File: src/rtl/dm_mem_arb.sv
// Round-robin arbiter sharing the single debug-memory port between NrPorts requesters.
// Grant is combinational in the request cycle; the one-hot response valid follows one cycle later.
module dm_mem_arb #(
    parameter int unsigned NrPorts   = 2,
    parameter int unsigned AddrWidth = 64,
    parameter int unsigned DataWidth = 64,
    localparam int unsigned BeWidth  = DataWidth / 8
) (
    input  logic                                clk_i,
    input  logic                                rst_ni,
    input  logic [NrPorts-1:0]                  req_i,
    input  logic [NrPorts-1:0]                  we_i,
    input  logic [NrPorts-1:0][AddrWidth-1:0]   addr_i,
    input  logic [NrPorts-1:0][DataWidth-1:0]   wdata_i,
    input  logic [NrPorts-1:0][BeWidth-1:0]     be_i,
    output logic [NrPorts-1:0]                  gnt_o,
    output logic [NrPorts-1:0]                  rvalid_o,
    output logic [DataWidth-1:0]                rdata_o,
    output logic                                mem_req_o,
    output logic                                mem_we_o,
    output logic [AddrWidth-1:0]                mem_addr_o,
    output logic [DataWidth-1:0]                mem_wdata_o,
    output logic [BeWidth-1:0]                  mem_be_o,
    input  logic [DataWidth-1:0]                mem_rdata_i
);

    localparam int unsigned PtrW = (NrPorts > 1) ? $clog2(NrPorts) : 1;

    logic [PtrW-1:0]    r_rr_ptr;
    logic [NrPorts-1:0] r_rvalid;
    logic [PtrW-1:0]    w_win;
    logic [PtrW-1:0]    w_cand;
    logic               w_found;
    logic [NrPorts-1:0] w_gnt;
    int unsigned        w_sum;

    // Scan starting at the pointer; the first requester found wins the slot.
    always_comb begin
        w_found = 1'b0;
        w_win   = '0;
        w_cand  = '0;
        w_sum   = 0;
        w_gnt   = '0;
        for (int unsigned i = 0; i < NrPorts; i++) begin
            w_sum  = (32'(r_rr_ptr) + i) % NrPorts;
            w_cand = w_sum[PtrW-1:0];
            if (!w_found && req_i[w_cand]) begin
                w_found = 1'b1;
                w_win   = w_cand;
            end
        end
        if (w_found) w_gnt[w_win] = 1'b1;
    end

    assign gnt_o       = w_gnt;
    assign mem_req_o   = w_found;
    assign mem_we_o    = w_found ? we_i[w_win]    : 1'b0;
    assign mem_addr_o  = w_found ? addr_i[w_win]  : '0;
    assign mem_wdata_o = w_found ? wdata_i[w_win] : '0;
    assign mem_be_o    = w_found ? be_i[w_win]    : '0;

    // Memory answers exactly one cycle after the request, so data passes straight through.
    assign rdata_o  = mem_rdata_i;
    assign rvalid_o = r_rvalid;

    always_ff @(posedge clk_i or negedge rst_ni) begin
        if (!rst_ni) begin
            r_rr_ptr <= '0;
            r_rvalid <= '0;
        end else begin
            r_rvalid <= w_gnt;
            if (w_found)
                r_rr_ptr <= (32'(w_win) == NrPorts - 1) ? '0 : w_win + 1'b1;
        end
    end

    a_gnt_onehot:    assert property (@(posedge clk_i) disable iff (!rst_ni) $onehot0(gnt_o));
    a_rvalid_onehot: assert property (@(posedge clk_i) disable iff (!rst_ni) $onehot0(rvalid_o));
    a_gnt_has_req:   assert property (@(posedge clk_i) disable iff (!rst_ni) (gnt_o & ~req_i) == '0);
    a_mem_req:       assert property (@(posedge clk_i) disable iff (!rst_ni) mem_req_o == (|gnt_o));

endmodule
File: config.mk
export PLATFORM = sky130hd
export DESIGN_NAME = dm_mem_arb
export DESIGN_NICKNAME = d
export VERILOG_FILES = /design/src/rtl/dm_mem_arb.sv
export SDC_FILE = /design/constraint.sdc
export NUM_CORES = 1
export LEC_CHECK = 0
export CAP_MARGIN = 20
export CORE_AREA = 5 5 210 212
export CTS_CLUSTER_SIZE = 16
export DETAILED_ROUTE_END_ITERATION = 6
export DIE_AREA = 0 0 215 217
export PLACE_DENSITY_LB_ADDON = 0.2
export RECOVER_POWER = 25
export SYNTH_ARGS = -nofsm -noshare
export SYNTH_HDL_FRONTEND = slang
export SYNTH_SLANG_ARGS = --single-unit
File: constraint.sdc
create_clock -name clk_i -period 1.7 [get_ports clk_i]
set_clock_uncertainty 0.2 [all_clocks]
set_input_delay 0.17 -clock clk_i [delete_from_list [all_inputs] [get_ports clk_i]]
set_output_delay 0.17 -clock clk_i [all_outputs]
set_load 0.01 [all_outputs]
# Yosys cells after proc, flatten, opt, wreduce, memory -nomap -nowiden
# Index checks and enable logic that the tools add are counted.
[classes]
add_sub_neg = 2
n_lt_le_gt_ge = 4
n_mux = 24
n_reduce_logical = 3
[ops]
columns = ["cell", "n"]
rows = [
  ["64-bit 2-to-1 mux", 6],
  ["8-bit 2-to-1 mux", 3],
  ["1-bit 2-to-1 mux", 13],
  ["1-bit by 2-bit < comparator with 1-bit output, second input constant", 3],
  ["1-bit adder, second input constant", 2],
  ["1-bit logical AND", 2],
  ["2-bit 2-to-1 mux", 1],
  ["1-bit demux with 1-bit select", 1],
  ["1-bit >= comparator, second input constant", 1],
  ["1-bit logical NOT", 1],
]
[totals]
reg_bits = 3
output_inout_bits = 206
word_cells = 35

# Longest topological paths before layout
[depth]
depth_word = 11
mapped_depth = 5

# Worst setup path after synthesis
# No wires, ideal clock.
[synth_path]
kind = "register to output"
from = "reg r_rr_ptr"
to = "out mem_wdata_o[46]"
arrival_ps = 1134
setup_slack_ps = 196
path_stages_with_launch = 5
cell_sequence = "dfrtp_1 -> nand2b_4 -> buf_4 -> buf_2 -> a32o_1"
[synth_between]
elab_chain_cells = 9
[synth_rtl]
columns = ["element", "line", "source"]
rows = [
  ["start: declaration", "29", "logic [PtrW-1:0] r_rr_ptr;"],
  ["start signal: assignment", "73", "r_rr_ptr <= (32'(w_win) == NrPorts - 1) ? '0 : w_win + 1'b1;"],
  ["1-bit 2-to-1 mux (implied by the code) (2 in a row)", "47", "if (!w_found && req_i[w_cand]) begin"],
  ["1-bit 2-to-1 mux", "47", ""],
  ["1-bit logical NOT", "47", ""],
  ["1-bit logical AND", "47", ""],
  ["1-bit 2-to-1 mux", "47", ""],
  ["64-bit 2-to-1 mux (implied by the code) (2 in a row)", "59", "assign mem_wdata_o = w_found ? wdata_i[w_win] : '0;"],
  ["64-bit 2-to-1 mux (*)", "59", ""],
  ["end: declaration", "22", "output logic [DataWidth-1:0] mem_wdata_o,"],
]
# Every way passes the cells marked *; elsewhere a longest branch is shown, timed or not. The select of a mux whose other input is x is not followed.

# Final worst setup path
[layout_path]
from = "reg r_rr_ptr"
to = "out mem_wdata_o[50]"
# Same word-level chain as after synthesis.

==> impl.org <==
** Synth
- Post-Synth XOR/XNOR Area :: 0%
- EDFF count, synth :: 0
- Share of the synthesized area in compound gates (AO/OA/AOI/OAI) :: 60.6%
- In this run the mean area of a mapped cell was 8.94 um^2.
- Dominant combinational cell family by area after synthesis :: compound AO/OA/AOI/OAI gates
- By area the synthesized netlist is led by sky130_fd_sc_hd__a32o_1 (60%), sky130_fd_sc_hd__buf_4 (22%), sky130_fd_sc_hd__buf_6 (6.9%).
- After Yosys synthesis, and, or, nand and nor cells account for under 10% of the synthesized area.
- Async S/R FF share, synth :: 100%
- Counting flops and latches in the post-synthesis netlist gives 3.
- After synthesis, the largest area contributor takes up 59.9% of total cell area.
- Counting every net in the synthesized netlist gives 598.
- Distinct cell type count after synthesis :: 12
- By count the netlist is led by sky130_fd_sc_hd__a32o_1 (137), sky130_fd_sc_hd__buf_4 (66), sky130_fd_sc_hd__buf_2 (24).
- Post-Synth Adder-Cell Area :: 0%
- Commonest register cell after synthesis :: sky130_fd_sc_hd__dfrtp_1
- sky130_fd_sc_hd__a32o_1 is the most common cell in the netlist.
- In the synthesized netlist, mux cells make up 0% of the area.
- Yosys printed 0 warnings.
- Synthesized netlist cell count :: between 200 and 300
- Area of the mapped netlist :: 0.00229 mm^2
- Post-synth top area cell :: sky130_fd_sc_hd__a32o_1
- After synthesis, flip-flops and latches occupy around 3.3% of the total area.

** Final layout
- Util after Layout :: 17.2%
- Register area :: 75.1 um^2
- Area growth syn-to-layout :: 214%
- The post-route netlist has 38.6% of its cells at a drive strength greater than 1.
- In the final layout, the multi-input gates occupy 0.00146 mm^2.
- Layout net count :: 990
- After filler insertion, the fill cell instance count of the layout stands at roughly 4700.

** Global routing
- Vias in the first global route :: 4548
- For this run the aggregate overflow at the end of global routing stands at 0.
- Overall global routing resource usage :: 8.93%
- The first global-routing pass estimated 31600 um of wire.
- Maximum number of pins on one net before global-route repair :: 38
- The number of antenna violations at the first check in global routing came to 2.

** Critical path
- Slowest Stage Delay on Critical Path :: 410 ps
- Worst-path cell chain :: nand2b_4, buf_12, buf_6, buf_12, a32o_2, buf_6
- STA puts the critical path data required time at 1330 ps.
- Slowest cell on crit path :: sky130_fd_sc_hd__dfrtp_1
- Of all nets on the critical path, the largest fanout is 10.
- Cell family contributing the most delay on the critical path :: buffers and inverters
- Critical Path End Type :: primary output
- Arrival time at the worst endpoint :: approximately 1600 ps
- Worst Path Buf+Inv :: 4
- Critical Path Start Type :: register
- The critical path in this run is classified as register to primary output.

** Floorplanning
- Initial core utilization :: 5.48%
- The die is 217 um tall.
- The die covers ~0.047 mm^2.
- Ports :: 548
- Area of the placeable core :: 0.0418 mm^2
- The floorplan has 75 rows.
- Die width :: 215 um

** Place
- The congestion estimate from routability-driven global placement came to 0.744.
- Estimated wirelength of the detail-placed design :: 18800 um
- Port bufs :: 419

** Clocking
- At the later pin of the worst-skew pair, clock insertion delay measures 230 ps.
- For this design, the sink count on the clock tree is 3.
- The root buffer cell chosen for the clock tree is sky130_fd_sc_hd__clkbuf_16.
- Maximum buffer depth of the clock tree :: 2
- In this run, CTS created clock tree buffers numbering 3.
- TritonCTS clock tree :: built
- In this run the number of H-tree levels came out at 1.
- Post-CTS clock slew at the launch and capture registers of the worst setup and hold paths :: about 30 ps

** Drt
- The detail route stage leaves a number of antenna-violating nets equal to 0.
- Number of optimization iterations in the first detailed-route pass :: 4
- Dividing the detail-routed wire length by the instance count gives slightly below 20 um.
- Vias :: 4120
- The routed design has roughly 23000 um of wire.
- Initial detailed-routing violation count :: 117
- After detailed routing, the number of remaining DRC violations is 0.
- Vias per cell :: about 3.5

** Pwr
- Across the VDD grid, the largest voltage drop is about 0.42 mV.
- Total power :: ~3000 uW
- Pleak :: around 0.0029 uW
- For this design the ratio of total power to cell area is 423 mW/mm^2.

** Flow run
- Max-cap viol count :: 0

** Timing
- The smallest clock period supported by the final layout is computed as 2000 ps.
- At the pin with the least slew margin, the transition time is 200 ps.
- Final Hold Viols :: 0
- The total count of max-transition violations in the final report came to 0.
- Setup repair after global routing could not meet its margin everywhere.
- In the finished design, the share of the clock period the worst path needs comes to 118%.
- Final setup margin :: -302 ps
- Headroom to the max-slew limit came out at 86.6%.
- Max Clk Rate :: 0.499 GHz
- Setup violations remaining at the end of the flow were counted as ~140.

** Outcome
- The checks that failed: setup timing.
- Status :: finished with violations

** Worst hold path
- Hold Path Class :: input pin to primary output
layout make-up:
cell class	instances	area share (%)
diodes	2	0.0696
clock buffers	4	1.10
inverters	1	0.0522
multi-input cells	142	20.3
flip-flops and latches	3	1.04
well taps	539	9.38
repair buffers	497	68.1
kinds of logic after synthesis:
logic type	after synthesis
DFF	3
AOI/OAI and AO/OA	139
and+or+nand+nor	3
buffers and inverters	111
flip-flops by register name, summed over array words and instances (netlist names):
signal and flops:
rvalid_o 2, r_rr_ptr 1
stage by stage:
stage / instances / setup slack [ps] / setup TNS, ps / hold slack [ps] / area, um^2
final: 1188 / -302 / -29760 / 140 / 7190
after global routing: 1187 / -366 / -37930 / 140 / 7180
after CTS: 1182 / -357 / -36370 / 140 / 7120
after detailed placement: 1161 / -732 / -87840 / 140 / 7080
after global placement: 1161 / -724 / -86400 / 140 / 7080
after floorplan: 256 / 196 / 0 / -326 / 2290
report_power, final:
part	leakage (uW)	total, uW	switching (uW)	internal (uW)
Sequential	0.0000365	85.6	6.05	79.5
Clock	0.0000382	381	70.9	310
Combinational	0.00282	2580	990	1590
Total	0.00290	3040	1070	1970
final timing paths:
path | depth (start not counted) | start | endpoint | slack [ps]
max | 6 | r_rr_ptr$_DFFE_PN0P_ | mem_wdata_o[50] | -300
min | 0 | mem_rdata_i[11] | rdata_o[11] | 140
max reg2reg | 4 | r_rr_ptr$_DFFE_PN0P_ | rvalid_o[1]$_DFF_PN0_ | 320
min reg2reg | 3 | r_rr_ptr$_DFFE_PN0P_ | r_rr_ptr$_DFFE_PN0P_ | 500
max in group asynchronous | 2 | rst_ni | rvalid_o[1]$_DFF_PN0_ | 670
min in group asynchronous | 2 | rst_ni | rvalid_o[0]$_DFF_PN0_ | 470
routing by layer:
layer	global-route usage [%]	wire, um
met1	10.1	8910
met2	15.6	11200
met3	3.34	2390
met4	2.94	757
met5	0	17
layout by cell type (no fill, tap or decap), types with 2 or more instances in the layout:
cell type / count
sky130_fd_sc_hd__a32o_2: 26
sky130_fd_sc_hd__a32o_1: 111
sky130_fd_sc_hd__clkbuf_16: 6
sky130_fd_sc_hd__dlygate4sd2_1: 2
sky130_fd_sc_hd__buf_2: 104
sky130_fd_sc_hd__buf_12: 25
sky130_fd_sc_hd__diode_2: 2
sky130_fd_sc_hd__clkdlybuf4s50_1: 277
sky130_fd_sc_hd__buf_6: 47
sky130_fd_sc_hd__buf_16: 7
sky130_fd_sc_hd__buf_8: 6
sky130_fd_sc_hd__buf_4: 24
sky130_fd_sc_hd__dfrtp_1: 3
repair_timing:
| action | 4_1_cts | 5_1_grt |
|---|---|---|
| gates resized for setup | 574 | 64 |
| gates cloned | 6 | 3 |
| pin swaps | 5 | 9 |
| hold buffers | 1 | 0 |
| buffers inserted | 11 | 2 |
| endpoints found under the setup margin | 140 | 139 |
| endpoints found under the hold margin | 3 | 0 |
Power figures use the tool's default switching activity.
